[config.mk]
export PLATFORM = sky130hd
export DESIGN_NAME = add_seq_ctrl
export DESIGN_NICKNAME = d
export VERILOG_FILES = /design/src/rtl/add_seq_pkg.sv /design/src/rtl/adder_slice.sv /design/src/rtl/add_seq_ctrl.sv
export SDC_FILE = /design/constraint.sdc
export NUM_CORES = 1
export LEC_CHECK = 0
export BUFFER_PORTS_ARGS = -buffer_cell sky130_fd_sc_hd__buf_4
export CAP_MARGIN = 20
export CORE_ASPECT_RATIO = 0.8
export CORE_MARGIN = 3
export CORE_UTILIZATION = 44
export CTS_BUF_LIST = sky130_fd_sc_hd__clkbuf_4
export CTS_CLUSTER_SIZE = 25
export DETAILED_ROUTE_END_ITERATION = 8
export PLACE_DENSITY_LB_ADDON = 0.15
export SYNTH_ARGS = -nofsm -noshare
export SYNTH_HDL_FRONTEND = slang
export SYNTH_SLANG_ARGS = --single-unit
[constraint.sdc]
create_clock -name clk -period 3.6 [get_ports clk]
set_input_delay 0.36 -clock clk [delete_from_list [all_inputs] [get_ports clk]]
set_output_delay 0.36 -clock clk [all_outputs]
set_load 0.01 [all_outputs]
[src/rtl/add_seq_pkg.sv]
// Shared types and sizing helpers for the sequential chunked adder.
package add_seq_pkg;

    typedef enum logic [1:0] {
        IDLE = 2'd0,
        RUN  = 2'd1,
        DONE = 2'd2
    } state_t;

    localparam int DEFAULT_WIDTH = 32;
    localparam int DEFAULT_SLICE = 8;

    function automatic int calc_nchunk(input int width, input int slice);
        return width / slice;
    endfunction

    // A single chunk still needs a one-bit index so the counter never has zero width.
    function automatic int calc_idx_w(input int nchunk);
        return (nchunk > 1) ? $clog2(nchunk) : 1;
    endfunction

endpackage

[src/rtl/adder_slice.sv]
// Combinational SLICE-bit ripple adder shared by the sequencer across all chunks.
module adder_slice #(
    parameter int SLICE = 8
) (
    output logic             co,
    output logic [SLICE-1:0] sum,
    input  logic [SLICE-1:0] a,
    input  logic [SLICE-1:0] b,
    input  logic             ci
);

    assign {co, sum} = {1'b0, a} + {1'b0, b} + {{SLICE{1'b0}}, ci};

endmodule

[src/rtl/add_seq_ctrl.sv]
// Time-shares one adder_slice over a WIDTH-bit add, LSB chunk first, one chunk per cycle.
// Optional subtract support is enabled by defining ADD_SEQ_SUB_EN.
module add_seq_ctrl
    import add_seq_pkg::*;
#(
    parameter int WIDTH = DEFAULT_WIDTH,
    parameter int SLICE = DEFAULT_SLICE
) (
    input  logic             clk,
    input  logic             rst,
    input  logic             in_valid,
    output logic             in_ready,
    input  logic [WIDTH-1:0] a,
    input  logic [WIDTH-1:0] b,
    input  logic             ci,
`ifdef ADD_SEQ_SUB_EN
    input  logic             sub,
`endif
    output logic             out_valid,
    input  logic             out_ready,
    output logic [WIDTH-1:0] sum,
    output logic             co,
    output logic             busy
);

    localparam int NCHUNK = calc_nchunk(WIDTH, SLICE);
    localparam int IDX_W  = calc_idx_w(NCHUNK);

    if ((WIDTH % SLICE) != 0) begin : g_bad_width
        $error("add_seq_ctrl: WIDTH must be a multiple of SLICE");
    end

    state_t             state;
    state_t             state_next;
    logic [WIDTH-1:0]   a_reg;
    logic [WIDTH-1:0]   b_reg;
    logic [WIDTH-1:0]   b_eff;
    logic               carry;
    logic               carry_init;
    logic [IDX_W-1:0]   idx;
    logic               last_chunk;
    logic               accept;
    logic [SLICE-1:0]   slice_a;
    logic [SLICE-1:0]   slice_b;
    logic [SLICE-1:0]   slice_sum;
    logic               slice_co;

`ifdef ADD_SEQ_SUB_EN
    logic               sub_reg;

    // Subtraction is a + ~b + 1: invert B per chunk and seed the carry with 1.
    assign b_eff      = sub_reg ? ~b_reg : b_reg;
    assign carry_init = sub ? 1'b1 : ci;
`else
    assign b_eff      = b_reg;
    assign carry_init = ci;
`endif

    assign accept     = (state == IDLE) && in_valid;
    assign last_chunk = (idx == IDX_W'(NCHUNK - 1));

    always_comb begin
        slice_a = '0;
        slice_b = '0;
        for (int k = 0; k < NCHUNK; k++) begin
            if (idx == IDX_W'(k)) begin
                slice_a = a_reg[k*SLICE +: SLICE];
                slice_b = b_eff[k*SLICE +: SLICE];
            end
        end
    end

    adder_slice #(
        .SLICE (SLICE)
    ) u_slice (
        .co  (slice_co),
        .sum (slice_sum),
        .a   (slice_a),
        .b   (slice_b),
        .ci  (carry)
    );

    always_ff @(posedge clk or posedge rst) begin
        if (rst) begin
            state <= IDLE;
        end else begin
            state <= state_next;
        end
    end

    always_comb begin
        state_next = state;
        case (state)
            IDLE:    if (in_valid)   state_next = RUN;
            RUN:     if (last_chunk) state_next = DONE;
            DONE:    if (out_ready)  state_next = IDLE;
            default:                 state_next = IDLE;
        endcase
    end

    always_comb begin
        in_ready  = (state == IDLE) && !rst;
        out_valid = (state == DONE);
        busy      = (state != IDLE);
    end

    always_ff @(posedge clk or posedge rst) begin
        if (rst) begin
            a_reg <= '0;
            b_reg <= '0;
            carry <= 1'b0;
            idx   <= '0;
            sum   <= '0;
            co    <= 1'b0;
`ifdef ADD_SEQ_SUB_EN
            sub_reg <= 1'b0;
`endif
        end else begin
            if (accept) begin
                a_reg <= a;
                b_reg <= b;
                carry <= carry_init;
                idx   <= '0;
`ifdef ADD_SEQ_SUB_EN
                sub_reg <= sub;
`endif
            end else if (state == RUN) begin
                for (int k = 0; k < NCHUNK; k++) begin
                    if (idx == IDX_W'(k)) begin
                        sum[k*SLICE +: SLICE] <= slice_sum;
                    end
                end
                carry <= slice_co;
                if (last_chunk) begin
                    co  <= slice_co;
                    idx <= '0;
                end else begin
                    idx <= idx + IDX_W'(1);
                end
            end
        end
    end

endmodule

# Word-level counts from Yosys, hierarchy flattened
# Index checks and enable logic that the tools add are counted.
[word_totals]
latchBits = 0
mem_count = 0
romBits = 0
output_inout_bits = 36
ram_bits = 0
inputBits = 69
reg_bits = 102
elab_cells = 51
[op_classes]
n_div = 0
mux = 17
multipliers = 0
n_bitwise = 1
order_cmp = 0
add_sub_neg = 3
shifts = 0
n_eq_ne = 8
n_reduce_logical = 12
[ops]
columns = ["op", "n"]
rows = [
  ["$mux 8", 8],
  ["$reduce_and 3->1", 5],
  ["$mux 2", 6],
  ["$add 8x8->9", 1],
  ["$add 9x1->9", 1],
  ["$eq 2x2->1 const B", 3],
  ["$pmux 2 s3", 1],
  ["$eq 2x1->1 const B", 2],
  ["$logic_not 2->1", 2],
  ["$ne 2x2->1 const B", 2],
  ["$reduce_bool 2->1", 2],
  ["$add 2x1->2 const B", 1],
  ["$logic_and 1x1->1", 2],
  ["$mux 1", 2],
  ["$ne 2x1->1 const B", 1],
  ["$logic_not 1->1", 1],
  ["$not 1->1", 1],
]

# Logic depth before layout (Yosys ltp)
# Gate-level depths: netlist of run 1.
[logic_depth]
word_depth = 9
ltp_mapped = 15
mapped_depth_nobuf = 14

# Cells and area by module
# From an unflattened synthesis of run 1, not the netlist that was laid out.
[hier_totals]
cells_unflattened = 352
area_unflattened_um2 = 4713.3
[modules_own_cells]
columns = ["mod", "cells_each", "area_each_um2", "instances", "seq_area_each_um2"]
rows = [
  ["add_seq_ctrl", 312, 4381.7, 1, 2552.4],
  ["adder_slice", 40, 331.6, 1, 0.0],
]

# Least setup slack after synthesis of run 1
# Ideal clock, no wire load.
[synth_timing]
kind = "reg-to-reg"
startpoint = "reg idx[0]"
endpoint = "reg sum[14]"
synth_period_minus_slack_ps = 2971
t_required_ps = 3468
setup_ps = 132
setup_slack_ps = 629
path_stages_with_launch = 15
arrival_time_ps = 2838
path_buffers = 2
cell_sequence = "dfrtp_1 > inv_1 > ha_1 > clkbuf_1 > clkbuf_1 > a21oi_1 > nor2_1 > a21oi_1 > fa_1 > fa_1 > nor2b_1 > nor3_1 > o21ai_1 > xnor2_1 > o21ai_0"
[synth_via]
elab_chain_cells = 7
elab_cells_between_ends = 15
cone_classes = "add/sub (2); eq/ne (3); mux (8); reduce/logical (2)"
[synth_rtl]
columns = ["item", "line", "text"]
rows = [
  ["start, declared", "add_seq_ctrl.sv:40", "logic [IDX_W-1:0] idx;"],
  ["start signal, assigned", "add_seq_ctrl.sv:138", "idx <= idx + IDX_W'(1);"],
  ["$logic_not 2->1", "add_seq_ctrl.sv:66", "if (idx == IDX_W'(k)) begin"],
  ["$mux 8 (4 in series)", "add_seq_ctrl.sv:66", ""],
  ["$add 8x8->9", "adder_slice.sv:12", "assign {co, sum} = {1'b0, a} + {1'b0, b} + {{SLICE{1'b0}}, ci};"],
  ["$add 9x1->9", "adder_slice.sv:12", ""],
  ["end signal, assigned by index", "add_seq_ctrl.sv:130", "sum[k*SLICE +: SLICE] <= slice_sum;"],
  ["end, declared", "add_seq_ctrl.sv:21", "output logic [WIDTH-1:0] sum,"],
]
# Several ways; a longest one is shown, not always the timed one.
# A chain may end at the register's enable or synchronous reset.

# Worst setup path in the final report of run 1
[layout_timing]
startpoint = "reg idx[1]"
endpoint = "reg sum[6]"
[layout_via]
elab_chain_cells = 7
elab_cells_between_ends = 15
cone_classes = "add/sub (2); eq/ne (3); mux (8); reduce/logical (2)"
[layout_rtl]
columns = ["item", "line"]
rows = [
  ["$logic_not 2->1", "add_seq_ctrl.sv:66, add_seq_ctrl.sv:129"],
  ["$mux 8 (4 in series)", "add_seq_ctrl.sv:66"],
  ["$add 8x8->9", "adder_slice.sv:12"],
  ["$add 9x1->9", "adder_slice.sv:12"],
]
# Several ways; a longest one is shown, not always the timed one.

==> impl_metrics.env, run 1 <==
export IMPL_outcome="finished clean"
export IMPL_setup_viol=0
export IMPL_crit_start="idx[1]$_DFFE_PP0P_"
export IMPL_p_per_area_nw_per_um2=1010
export IMPL_syn_area_per_cell_um2=11.5
export IMPL_hold_violations=0
export IMPL_final_core_util_pct=55.8
export IMPL_ys_ff_latch=102
export IMPL_die_w_um=123
export IMPL_port_buffers=104
export IMPL_fin_ws_ns=0.520
export IMPL_peakVddDrop_v=0.000363
export IMPL_route_detailed_drc=0
export IMPL_root_buffer="clkbuf_4"
export IMPL_critPathKind="reg2reg"
export IMPL_total_power_w=0.00590
export IMPL_die_area_um2=12200
export IMPL_final_max_slew_viol_count=0
export IMPL_rrSetupSlack_ns=0.52
export IMPL_drt_first_pass_iters=4
export IMPL_ioPinCount=105
export IMPL_grt_setup_unrepaired="no"
export IMPL_clk_pin_slew_worst_paths_ns=0.15
export IMPL_ys_types=39
export IMPL_clock_skew_ns=0.0228
export IMPL_final_common_cell="buf_4"
export IMPL_rr_startpoint="idx[1]$_DFFE_PP0P_"
export IMPL_wirelength_um=10400
export IMPL_crit_required_ns=3.93
export IMPL_initial_core_util_pct=46.0
export IMPL_grt_first_pass_wirelength_um=17000
export IMPL_place_ws_ns=0.540
export IMPL_fmax_mhz=325
export IMPL_drive_gt1_share_pct=39.9
export IMPL_layout_common_cells="buf_4, dfrtp_1, mux2_2"
export IMPL_syn_area_um2=4800
export IMPL_first_global_vias=3400
export IMPL_swShare_pct=41.1
export IMPL_antennaDiodeCount=0
export IMPL_syn_inst=417
export IMPL_grt_usage_pct=18.0
export IMPL_critPathCapture="sum[6]$_DFFE_PP0P_"
export IMPL_core_um2=10400
export IMPL_synth_top_area_share_pct=53.1
export IMPL_critPathMaxFanout=7
export IMPL_fin_crit_ns=3.08
export IMPL_synth_top_area_cell="dfrtp_1"
export IMPL_clk_path_buf_depth=2
export IMPL_cp_arrival_ns=3.41
export IMPL_area_delta_synth_final_pct=21.4
export IMPL_antenna_found_initial=0
export IMPL_die_h_um=99.5
export IMPL_p_leak_nw=2.65
export IMPL_rows=33
export IMPL_cts_buffers=9
export IMPL_wl_per_cell_um=15.9
export IMPL_num_vias=3330
export IMPL_hpwl_um=7630
export IMPL_worst_pin_slew_ns=0.538
export IMPL_overflow=0
export IMPL_pwr_share_comb_pct=55.7
export IMPL_tritoncts="yes"
export IMPL_hold_buffers=0
export IMPL_cts_sinks=102
export IMPL_drtAntennaViolNets=0
export IMPL_ys_warn_count=0
export IMPL_drt_iter0_markers=167
export IMPL_via_per_inst=5.05
export IMPL_maxCapViolCount=0
export IMPL_cts_setup_buffers=0
export IMPL_clock_latency_ns=0.45
export IMPL_critPathLaunchType="flip-flop"
export IMPL_hp_class="in2reg"
export IMPL_p_clk_share_pct=9.8
export IMPL_power_switching_w=0.00243
export IMPL_r2r_end="sum[6]$_DFFE_PP0P_"
export IMPL_synth_fp_nets=499
export IMPL_fill_cells=928
export IMPL_seqPwrFrac_pct=34.5
export IMPL_post_route_period_util_pct=85.5
export IMPL_gp_congestion=0.776
export IMPL_grt_max_degree=88
export IMPL_reg2reg_depth=14
export IMPL_tns_ns=0
export IMPL_cts_resized_gates=0
export IMPL_num_nets_final=597
export IMPL_worstSetupEndpointType="flip-flop"
export IMPL_whs_ns=0.0986
export IMPL_synth_area_top_cells="dfrtp_1, mux2_2, nand2_1"
export IMPL_relSlewSlack_pct=64.1
export IMPL_h_tree_depth=3
export IMPL_intPower_w=0.00347
export IMPL_yosysSeqAreaShare_pct=53.1
## worst min path at each step
stage	endpoint	start	slack, ns	cells past startpoint
5_1_grt	b_eff[15]$_DFFE_PP0P_	b[15]	0.08	2
2_1_floorplan	state[1]$_DFFE_PP0P_	out_ready	0.47	1
3_5_place_dp	sum[21]$_DFFE_PP0P_	sum[21]$_DFFE_PP0P_	0.48	2
6_report	state[1]$_DFFE_PP0P_	out_ready	0.1	2
3_3_place_gp	sum[8]$_DFFE_PP0P_	sum[8]$_DFFE_PP0P_	0.47	2
4_1_cts	state[1]$_DFFE_PP0P_	out_ready	0.07	2
## layer usage
metal / track usage (%) / vias up / wire length [um]
met3: 4.26 / 11 / 536
met1: 25.0 / 1601 / 4990
li1: - / 1648 / -
met5: 0 / - / 0
met2: 28.6 / 70 / 4800
met4: 4.65 / 0 / 121
## stage by stage
step                instances  area [um2]
floorplan                 417        4800
global placement          641        5630
detailed placement        641        5630
CTS                       656        5770
global route              659        5830
finish                    659        5830
## power groups by stage
stage          Clock, W  Sequential (W)  Combinational (W)
4_1_cts        0.000604         0.00205            0.00331
3_3_place_gp          0         0.00205            0.00322
3_5_place_dp          0         0.00208            0.00330
5_1_grt        0.000649         0.00211            0.00368
2_1_floorplan         0         0.00205            0.00239
6_report       0.000579         0.00204            0.00328
## cells in the mapped netlist, drive strengths merged
master / instances
a21boi: 1
a21o: 3
a21oi: 39
a22oi: 1
a31oi: 1
buf: 15
clkbuf: 10
dfrtp: 102
fa: 2
ha: 11
inv: 7
mux2: 68
nand2: 65
nand2b: 3
nand3b: 16
nor2: 9
nor2b: 3
nor3: 1
nor3b: 1
o211ai: 1
o21a: 1
o21ai: 43
o221ai: 1
o22ai: 1
o31a: 1
o31ai: 6
or2: 1
xnor2: 2
xor2: 2
## area by class of cell
cell class,instances,area [um2],area share (%)
sequential,102,2550,43.8
multi-input combinational,283,2060,35.3
tap,140,175,3.00
clock inverter,4,48.8,0.837
timing repair buffer,112,883,15.2
clock buffer,11,82.6,1.42
inverter,7,28.8,0.494
## worst max-delay path, stage by stage (launching register included)
cell and delay (ns):
dfrtp_1 0.40, inv_1 0.09, ha_1 0.25, nand3b_1 0.18, a21oi_1 0.15, a21oi_1 0.06
nor2_1 0.09, a21oi_1 0.06, fa_1 0.49, fa_1 0.43, nor2b_1 0.17, nor3_1 0.06
o21ai_1 0.20, xnor2_1 0.20, o21ai_0 0.14
## cells by family (layout without fill, tap and decap cells)
family / count (synthesis) / after routing / synth area share (%)
compound gates: 99 / 99 / 12.0
flops: 102 / 102 / 53.1
mux: 68 / 68 / 15.9
xor+xnor: 4 / 4 / 0.886
buf+inv: 32 / 134 / 3.99
simple gates: 99 / 99 / 10.3
fa+ha+maj: 13 / 13 / 3.70
(Power assumes the default switching activity.)
==> inputs of run 2 (changes only) <==
==> constraint.sdc (replaced) <==
create_clock -name clk -period 3.6 [get_ports clk]
set_input_delay 0.18 -clock clk [delete_from_list [all_inputs] [get_ports clk]]
set_output_delay 0.18 -clock clk [all_outputs]
set_load 0.01 [all_outputs]
==> impl_metrics.env, run 2 (same netlist as run 1, synthesis figures left out) <==
export IMPL_num_vias=3585
export IMPL_tritoncts="yes"
export IMPL_cp_cell_sequence="inv_1 > ha_1 > nand3b_1 > a21oi_1 > a21oi_1 > nor2_1 > a21oi_1 > fa_1 > fa_1 > nor2b_1 > nor3_1 > o21ai_1 > xnor2_1 > o21ai_0"
export IMPL_clk_pin_slew_worst_paths_ns=0.15
export IMPL_crit_required_ns=3.93
export IMPL_drive_gt1_share_pct=35.5
export IMPL_clock_skew_ns=0.0178
export IMPL_total_power_w=0.00600
export IMPL_grt_usage_pct=19.6
export IMPL_crit_family="adder cells"
export IMPL_layout_common_cells="buf_4, dfrtp_1, mux2_2"
export IMPL_wirelength_um=11300
export IMPL_gr_usage_met3_pct=4.38
export IMPL_via_per_inst=4.94
export IMPL_initial_core_util_pct=46.0
export IMPL_ioPinCount=105
export IMPL_final_max_slew_viol_count=0
export IMPL_hp_class="in2reg"
export IMPL_h_tree_depth=3
export IMPL_fmax_mhz=321
export IMPL_drt_iter0_markers=220
export IMPL_critPathBufInv=1
export IMPL_critPathMaxFanout=7
export IMPL_die_area_um2=12200
export IMPL_multiInputGateArea_um2=2060
export IMPL_area_delta_synth_final_pct=35.3
export IMPL_first_global_vias=3807
export IMPL_clock_latency_ns=0.46
export IMPL_top_usage_layer="met2"
export IMPL_port_buffers=104
export IMPL_grt_setup_unrepaired="no"
export IMPL_clk_path_buf_depth=2
export IMPL_die_h_um=99.5
export IMPL_peakVddDrop_v=0.000481
export IMPL_final_common_cell="buf_4"
export IMPL_die_w_um=123
export IMPL_pwr_share_comb_pct=56.0
export IMPL_hold_violations=0
export IMPL_core_um2=10400
export IMPL_cts_setup_buffers=0
export IMPL_cts_sinks=102
export IMPL_worst_pin_slew_ns=0.570
export IMPL_antennaDiodeCount=0
export IMPL_wl_per_cell_um=15.5
export IMPL_worstSetupEndpointType="flip-flop"
export IMPL_gp_congestion=0.811
export IMPL_seqPwrFrac_pct=34.0
export IMPL_relSlewSlack_pct=61.9
export IMPL_antenna_found_initial=0
export IMPL_overflow=0
export IMPL_cp_arrival_ns=3.45
export IMPL_p_per_area_nw_per_um2=923
export IMPL_register_area_um2=2550
export IMPL_met2_usage_pct=32.5
export IMPL_outcome="finished clean"
export IMPL_crit_top_cell="a21oi_1"
export IMPL_power_switching_w=0.00249
export IMPL_drt_first_pass_iters=4
export IMPL_grt_max_degree=86
export IMPL_globalRouteMet1Util_pct=25.7
export IMPL_post_route_period_util_pct=86.6
export IMPL_p_leak_nw=2.92
export IMPL_intPower_w=0.00351
export IMPL_cts_buffers=9
export IMPL_route_detailed_drc=0
export IMPL_maxCapViolCount=0
export IMPL_root_buffer="clkbuf_4"
export IMPL_slowest_delay_ns=0.47
export IMPL_drtAntennaViolNets=0
export IMPL_place_ws_ns=0.529
export IMPL_slowest_stage="fa_1"
export IMPL_grt_first_pass_wirelength_um=18600
export IMPL_critPathLaunchType="flip-flop"
export IMPL_setup_viol=0
export IMPL_num_nets_final=663
export IMPL_p_clk_share_pct=10.0
export IMPL_tns_ns=0
export IMPL_fin_crit_ns=3.12
export IMPL_final_core_util_pct=62.2
export IMPL_critPathKind="reg2reg"
export IMPL_rows=33
export IMPL_whs_ns=0.0603
export IMPL_fill_cells=846
export IMPL_hpwl_um=7710
export IMPL_fin_ws_ns=0.484
export IMPL_swShare_pct=41.4
[run 2: cell types whose count changed in the layout (fill, tap and decap cells not counted)]
cell and delta:
dlygate4sd3_1 +66, clkbuf_4 -2, clkinvlp_4 +2, inv_6 +2
clkinv_4 -1
[run 2: final cells by class]
type                            count  share of cell area, %
Multi-Input combinational cell    283                   31.7
Sequential cell                   102                   39.3
Timing Repair Buffer              178                   23.8
Tap cell                          140                   2.69
Clock inverter                      7                   1.12
Inverter                            7                  0.443
Clock buffer                        9                   1.04
[run 2: final timing paths]
check | from | end | slack, ns | depth (start not counted)
min in group asynchronous | rst | b_eff[17]$_DFFE_PP0P_ | 0.17 | 3
setup / recovery | idx[1]$_DFFE_PP0P_ | sum[14]$_DFFE_PP0P_ | 0.48 | 14
hold / removal | in_valid | state[0]$_DFFE_PP0P_ | 0.06 | 3
max in group asynchronous | rst | sum[24]$_DFFE_PP0P_ | 2.54 | 5
setup reg to reg | idx[1]$_DFFE_PP0P_ | sum[14]$_DFFE_PP0P_ | 0.48 | 14
hold reg to reg | sum[9]$_DFFE_PP0P_ | sum[9]$_DFFE_PP0P_ | 0.50 | 2
[run 2: worst reg2reg max path, cell delays in order (launching register included)]
cell and delay [ns]:
dfrtp_1 0.41, inv_1 0.09, ha_1 0.25, nand3b_1 0.19
a21oi_1 0.17, a21oi_1 0.05, nor2_1 0.10, a21oi_1 0.06
fa_1 0.47, fa_1 0.43, nor2b_1 0.18, nor3_1 0.06
o21ai_1 0.21, xnor2_1 0.20, o21ai_0 0.14
[run 2: through the flow]
stage | instances | instance area [um2]
floorplan | 417 | 4800
global placement | 641 | 5630
detailed placement | 641 | 5630
CTS | 724 | 6440
global route | 726 | 6500
finish | 726 | 6500
[run 2: routing by layer]
layer | up-vias | wire (um)
li1 | 1781 | -
met1 | 1719 | 5170
met2 | 70 | 5510
met3 | 15 | 418
met4 | 0 | 184
met5 | - | 0
[run 2: power groups by stage]
stage	Sequential (W)	Combinational (W)	Clock, W
2_1_floorplan	0.00205	0.00239	0
3_3_place_gp	0.00205	0.00323	0
3_5_place_dp	0.00208	0.00329	0
5_1_grt	0.00211	0.00375	0.000661
6_report	0.00204	0.00336	0.000601
4_1_cts	0.00205	0.00337	0.000618
[run 2: timing repair]
action                    in CTS  in global routing
hold endpoints to repair     116                  0
hold buffers                  67                  0
resized for setup              0                  0
